$ cat src/rtl/sofa_plus_io_bank_cfg.sv
// -----------------------------------------------------------------------------
// sofa_plus_io_bank_cfg
//
// N-channel IO bank with a shadowed configuration scan chain. Each channel has
// CFG_W configuration bits: bit0 = output enable (en), bit1 = input invert (inv).
// Bits shift into a shadow register (sr). The active configuration is replaced
// only when a load ends after exactly L = NUM_IO*CFG_W shifts. Malformed loads
// are rejected, and the previous configuration keeps driving the pads.
// Everything runs in the programming-clock domain.
//
// Ports
//   prog_clk                        in   configuration clock, rising edge
//   pReset_n                        in   asynchronous active-low reset
//   config_enable                   in   chain shift enable
//   ccff_head                       in   chain serial input
//   ccff_tail                       out  chain serial output (registered)
//   IO_ISOL_N                       in   active-low isolation, 0 = pads safe
//   gfpga_pad_sofa_plus_io_SOC_IN   in   [NUM_IO] pad input from SoC
//   gfpga_pad_sofa_plus_io_SOC_OUT  out  [NUM_IO] pad output to SoC
//   gfpga_pad_sofa_plus_io_SOC_DIR  out  [NUM_IO] 1 = channel drives the pad
//   iopad_outpad                    in   [NUM_IO] fabric data toward the pad
//   iopad_inpad                     out  [NUM_IO] pad data toward the fabric
//   cfg_valid                       out  a good load has committed since reset
//   cfg_error                       out  last commit attempt was rejected (sticky)
//   cfg_busy                        out  load FSM is not idle
// -----------------------------------------------------------------------------
module sofa_plus_io_bank_cfg #(
  parameter int NUM_IO = 8,
  parameter int CFG_W  = 2,
  parameter int CNT_W  = $clog2(NUM_IO * CFG_W + 2)
) (
  input  logic              prog_clk,
  input  logic              pReset_n,
  input  logic              config_enable,
  input  logic              ccff_head,
  output logic              ccff_tail,
  input  logic              IO_ISOL_N,
  input  logic [NUM_IO-1:0] gfpga_pad_sofa_plus_io_SOC_IN,
  output logic [NUM_IO-1:0] gfpga_pad_sofa_plus_io_SOC_OUT,
  output logic [NUM_IO-1:0] gfpga_pad_sofa_plus_io_SOC_DIR,
  input  logic [NUM_IO-1:0] iopad_outpad,
  output logic [NUM_IO-1:0] iopad_inpad,
  output logic              cfg_valid,
  output logic              cfg_error,
  output logic              cfg_busy
);

  localparam int L = NUM_IO * CFG_W;
  localparam logic [CNT_W-1:0] CNT_LEN = CNT_W'(L);
  localparam logic [CNT_W-1:0] CNT_MAX = CNT_W'(L + 1);  // overrun marker
  localparam logic [CNT_W-1:0] CNT_ONE = CNT_W'(1);

  typedef enum logic [1:0] {
    IDLE  = 2'd0,
    SHIFT = 2'd1,
    CHECK = 2'd2
  } state_t;

  state_t           state, state_next;
  logic [L-1:0]     sr;
  logic [L-1:0]     active;
  logic [CNT_W-1:0] cnt, cnt_next;
  logic             shift_en;
  logic             commit;
  logic             reject;

  // Bit counter increment that sticks at L+1. Once saturated, any longer
  // load still reads as "too long" no matter how many extra bits arrive.
  function automatic logic [CNT_W-1:0] sat_inc(input logic [CNT_W-1:0] v);
    if (v >= CNT_MAX) return CNT_MAX;
    return v + CNT_ONE;
  endfunction

  // Control: next state, counter and the commit/reject decision
  always_comb begin
    state_next = state;
    cnt_next   = cnt;
    shift_en   = 1'b0;
    commit     = 1'b0;
    reject     = 1'b0;
    unique case (state)
      IDLE: begin
        if (config_enable) begin
          shift_en   = 1'b1;
          cnt_next   = CNT_ONE;
          state_next = SHIFT;
        end
      end
      SHIFT: begin
        if (config_enable) begin
          shift_en = 1'b1;
          cnt_next = sat_inc(cnt);
        end else begin
          state_next = CHECK;
        end
      end
      CHECK: begin
        // sr is frozen for this cycle. A bit presented now is dropped, and
        // the next load counts from zero.
        commit     = (cnt == CNT_LEN);
        reject     = ~commit;
        cnt_next   = '0;
        state_next = config_enable ? SHIFT : IDLE;
      end
      default: begin
        state_next = IDLE;
        cnt_next   = '0;
      end
    endcase
  end

  // Registers: FSM state, shadow chain, bit counter, active configuration
  always_ff @(posedge prog_clk or negedge pReset_n) begin
    if (!pReset_n) begin
      state     <= IDLE;
      sr        <= '0;
      cnt       <= '0;
      ccff_tail <= 1'b0;
      active    <= '0;
      cfg_valid <= 1'b0;
      cfg_error <= 1'b0;
    end else begin
      state <= state_next;
      cnt   <= cnt_next;
      if (shift_en) begin
        sr        <= {sr[L-2:0], ccff_head};
        ccff_tail <= sr[L-1];
      end
      if (commit) begin
        active    <= sr;
        cfg_valid <= 1'b1;
        cfg_error <= 1'b0;
      end else if (reject) begin
        cfg_error <= 1'b1;
      end
    end
  end

  assign cfg_busy = (state != IDLE);

  // Pad datapath: combinational from the active configuration and isolation
  always_comb begin
    gfpga_pad_sofa_plus_io_SOC_DIR = '0;
    gfpga_pad_sofa_plus_io_SOC_OUT = '0;
    iopad_inpad                    = '0;
    for (int i = 0; i < NUM_IO; i++) begin
      gfpga_pad_sofa_plus_io_SOC_DIR[i] = active[CFG_W*i] & IO_ISOL_N;
      gfpga_pad_sofa_plus_io_SOC_OUT[i] = iopad_outpad[i] & active[CFG_W*i] & IO_ISOL_N;
      // Output-mode channels return 0 to the fabric.
      iopad_inpad[i] = IO_ISOL_N & ~active[CFG_W*i] &
                       (gfpga_pad_sofa_plus_io_SOC_IN[i] ^ active[CFG_W*i+1]);
    end
  end

endmodule

$ cat config.mk
export PLATFORM = sky130hd
export DESIGN_NAME = sofa_plus_io_bank_cfg
export DESIGN_NICKNAME = d
export VERILOG_FILES = /design/src/rtl/sofa_plus_io_bank_cfg.sv
export SDC_FILE = /design/constraint.sdc
export NUM_CORES = 1
export LEC_CHECK = 0
export CORE_MARGIN = 5
export CORE_UTILIZATION = 49
export DETAILED_ROUTE_END_ITERATION = 10
export HOLD_SLACK_MARGIN = 0.08
export PLACE_DENSITY = 0.76
export SYNTH_ARGS = -nofsm -noshare
export SYNTH_HDL_FRONTEND = slang
export SYNTH_SLANG_ARGS = --single-unit
$ cat constraint.sdc
create_clock -name prog_clk -period 2.25 [get_ports prog_clk]
set_clock_uncertainty 0.2 [all_clocks]
set_input_delay 0.675 -clock prog_clk [delete_from_list [all_inputs] [get_ports prog_clk]]
set_output_delay 0.675 -clock prog_clk [all_outputs]
set_load 0.02 [all_outputs]
-- Word-level counts from Yosys, hierarchy flattened
Index checks and enable logic that the tools add are counted.
- word-level logic and storage cells: 96
- bits in registers: 42
- bits of input ports: 21
- $add $sub $neg: 1
- bitwise gates (word level): 57
- magnitude comparators: 1
- muxes and demuxes: 18
- equal/unequal tests: 6
- reductions and logical operators: 6
- operator list (kind ; number):
    bitwise AND 1 bit ; 40
    2-to-1 mux 5 bit ; 4
    2-to-1 mux 1 bit ; 10
    one-hot mux 5 bit (2 select lines) ; 1
    inverter 1 bit ; 9
    bitwise XOR 1 bit ; 8
    != test 2 bit (second input constant) ; 3
    one-hot mux 2 bit (3 select lines) ; 1
    adder 5 x 1 -> 5 bit (second input constant) ; 1
    equality test 5 bit (second input constant) ; 1
    greater-or-equal comparator 5 bit (second input constant) ; 1
    2-to-1 mux 2 bit ; 2
    AND reduction 2 bit ; 2
    nonzero test 2 bit ; 2
    equality test 2 x 1 -> 1 bit (second input constant) ; 1
    equality test 2 bit (second input constant) ; 1
    zero test 2 bit ; 1
    OR reduction 2 bit ; 1

-- Longest topological paths before layout
- depth in word-level cells: 7
- gate-level depth with buffers: 5
- depth with buffers taken out: 5

-- Least setup slack after synthesis
No wires, ideal clock.
- path type: in2out
- start point: in IO_ISOL_N
- end point: out iopad_inpad[1]
- required time: 1375 ps
- path buffers: 1
- slack: -31 ps
- stages on the path: 2
- arrival: 1406 ps
- cell sequence: clkbuf_1 nor3b_1
- cells in the longest elaborated chain, start to end: 2
- RTL lines (what ; RTL line ; RTL):
    from (decl) ; 37 ; input logic IO_ISOL_N,
    bitwise AND 1 bit (2 in a row) ; 150 ; iopad_inpad[i] = IO_ISOL_N & ~active[CFG_W*i] &
    to (decl) ; 42 ; output logic [NUM_IO-1:0] iopad_inpad,
No other way between the ends.

-- Worst setup path after layout
- start point: in gfpga_pad_sofa_plus_io_SOC_IN[5]
- end point: out iopad_inpad[5]
- cells in the longest elaborated chain, start to end: 2
- RTL lines (what ; RTL line ; RTL):
    from (decl) ; 38 ; input logic [NUM_IO-1:0] gfpga_pad_sofa_plus_io_SOC_IN,
    bitwise XOR 1 bit ; 151 ; (gfpga_pad_sofa_plus_io_SOC_IN[i] ^ active[CFG_W*i+1]);
    bitwise AND 1 bit ; 150 ;
No other way between the ends.

==> qor.yml <==
slew_viol_final: 0
die_area_mm2: 0.00541
routed_via_density: 5.29
async_reset_ff_frac: 1.00
cts-buffers-inserted: 5
drt_first_pass_iters: 4
cts_tree: "yes"
cts_hold_buf: 0
top_usage_layer: "met2"
grt_overflow_total: 0
clock.fmax_mhz: 451
ys_top_cells_by_count: "42 x dfrtp_1, 25 x mux2_2, 9 x nor3b_1"
critPathMaxFanout: 1
grt_pass1_vias: 1455
rows: 23
core_mm2: 0.00394
clk_latency_ns: 0.29
die_w_um: 73.5
crit_path_end_kind: "output pin"
yosysWarnings: 0
vias: 1365
clk_pin_slew_ns: 0.07
ys_top_cells_by_area: "dfrtp_1 53%, mux2_2 14%, mux2_4 6.1%"
avgSynthCellArea_um2: 13.3
synth_flop_cell: "dfrtp_1"
die_h_um: 73.5
power.density_mw_per_mm2: 773
maxCapViolations: 0
grtUsageTotal: 0.169
synth_edf_count: 0
drc_errors: 0
synth_cell_types: 31
setup_tns_ns: 0
finalHoldViolCount: 0
yosysTopAreaCell: "dfrtp_1"
setup_viol: 0
first_iter_violations: 67
fill_cells: 296
clk_path_buf_depth: 2
cts_root_buf: "clkbuf_8"
p_leak_nw: 1.33
setup_slack_ns: 0.0317
post-synth-top-count-cell: "dfrtp_1"
outcome: "finished clean"
worstMarginPinSlew_ns: 0.513
hpwl_mm: 3.01
drt-total-wl_mm: 4.15
dpl_cell_area_mm2: 0.00256
critPathKind: "in -> out"
synth_seq_area_share: 0.531
final_core_util: 0.688
synth_area_mm2: 0.00198
vdd_ir_drop_max_v: 0.000594
place_ws_ns: -0.820
nets: 231
arrival_ns: 1.34
cts_setup_buffers: 0
rsz0062_at_grt: "false"
ys_ff_latch: 42
netlist.area_leader.share: 0.531
drive_gt1_frac: 0.466
worstPathRequired_ns: 1.37
port-buffer-count: 48
synthCells: 149
period_share: 0.986
grt_max_degree: 43
ant_nets: 0
min_path_type: "in -> async"
synthesis.nets: 173
grt_pass1_wl_mm: 6.95
grtUsageMet1: 0.187
met2_usage: 0.303
clock_sinks: 42
cp-start-kind: "input port"
power_w: 0.00210
area_growth_pct: 37.1
gr-usage-met3: 0.0492
n_antenna_cell: 0
min_period_ns: 2.22
wl_per_cell_um: 16.1
io-pin-count: 49
relSlewSlack: 0.658
start_util: 0.502
antenna_found_initial: 0
htreeDepth: 2
postLayoutCellArea_mm2: 0.00271
gp_congestion: 0.849
-- critical path: stages --
cell	delay, ns
clkdlybuf4s15_1	0.19
xnor2_1	0.13
nor3b_1	0.16
buf_2	0.19
-- through the flow --
step / instances / hold slack, ns
after CTS: 256 / 0.240
after global placement: 248 / 0.250
after floorplan: 149 / 0.179
final: 258 / 0.230
after detailed placement: 248 / 0.251
after global routing: 258 / 0.273
-- flip-flops by register name (all words and copies together) (netlist names) --
| signal | cells |
|---|---|
| sr | 16 |
| state | 2 |
| cfg_valid | 1 |
| ccff_tail | 1 |
| cfg_error | 1 |
| cnt | 5 |
| active | 16 |
-- repair_timing --
item / CTS / global route
cloned: 0 / 2
setup endpoints to repair: 25 / 8
pin swaps: 20 / 10
gates resized for setup: 158 / 15
-- placed cells by master, fill, tap and decap left out, types with 2 or more instances in the layout --
master,count
dfrtp_1,42
mux2_2,25
buf_2,14
buf_6,12
buf_4,10
dlygate4sd2_1,9
and2_1,8
mux2_4,8
clkbuf_8,6
and3_1,5
xnor2_1,5
nor3b_2,5
clkdlybuf4s15_1,5
clkdlybuf4s50_1,5
inv_1,4
xnor2_2,3
and3_4,3
a21oi_1,3
ha_1,3
nor3b_4,2
nor3b_1,2
nor2_2,2
nand2_1,2
mux2i_1,2
a211oi_1,2
nor2_1,2
nor4_1,2
nor3_1,2
bufinv_16,2
-- cell families (layout without fill, tap and decap cells) --
logic type                 count (synthesis)  count (layout)  synth area share
xor gates and xnor gates                   8               8            0.0354
buffers and inverters                     10              69            0.0285
muxes                                     35              35             0.213
adders and majority gates                  3               3            0.0190
AOI/OAI and AO/OA                          9               9            0.0304
and+or+nand+nor                           42              42             0.142
DFF                                       42              42             0.531
-- report_power, final --
part,internal [W],switching (W),total [W]
logic,0.000210,0.000149,0.000359
registers,0.000901,0.000117,0.00102
clock network,0.000473,0.000247,0.000720
total,0.00158,0.000513,0.00210
-- layer usage --
layer,vias up,part of all wire
met5,-,0
met4,0,0.017
met3,8,0.063
met2,31,0.53
met1,685,0.39
li1,641,-
-- final cells by class --
type	count	area, um^2	area share
clock buffer	6	82.6	0.0305
sequential	42	1050	0.388
tap	50	62.6	0.0231
multi-input combinational	97	956	0.353
clock inverter	2	60.1	0.0222
timing repair buffer	57	484	0.179
inverter	4	15.0	0.00554
-- worst paths after layout --
path / slack [ns] / depth (start not counted) / end / from
worst max-delay path: 0.03 / 4 / iopad_inpad[5] / gfpga_pad_sofa_plus_io_SOC_IN[5]
worst min-delay path: 0.23 / 2 / sr[4] / pReset_n
worst max register to register: 0.37 / 4 / active[0] / state[0]
worst min register to register: 0.27 / 1 / cfg_valid / cfg_valid
max in group asynchronous: 1.26 / 2 / ccff_tail / pReset_n
min in group prog_clk: 0.27 / 1 / cfg_valid / cfg_valid
Power figures use the tool's default switching activity.
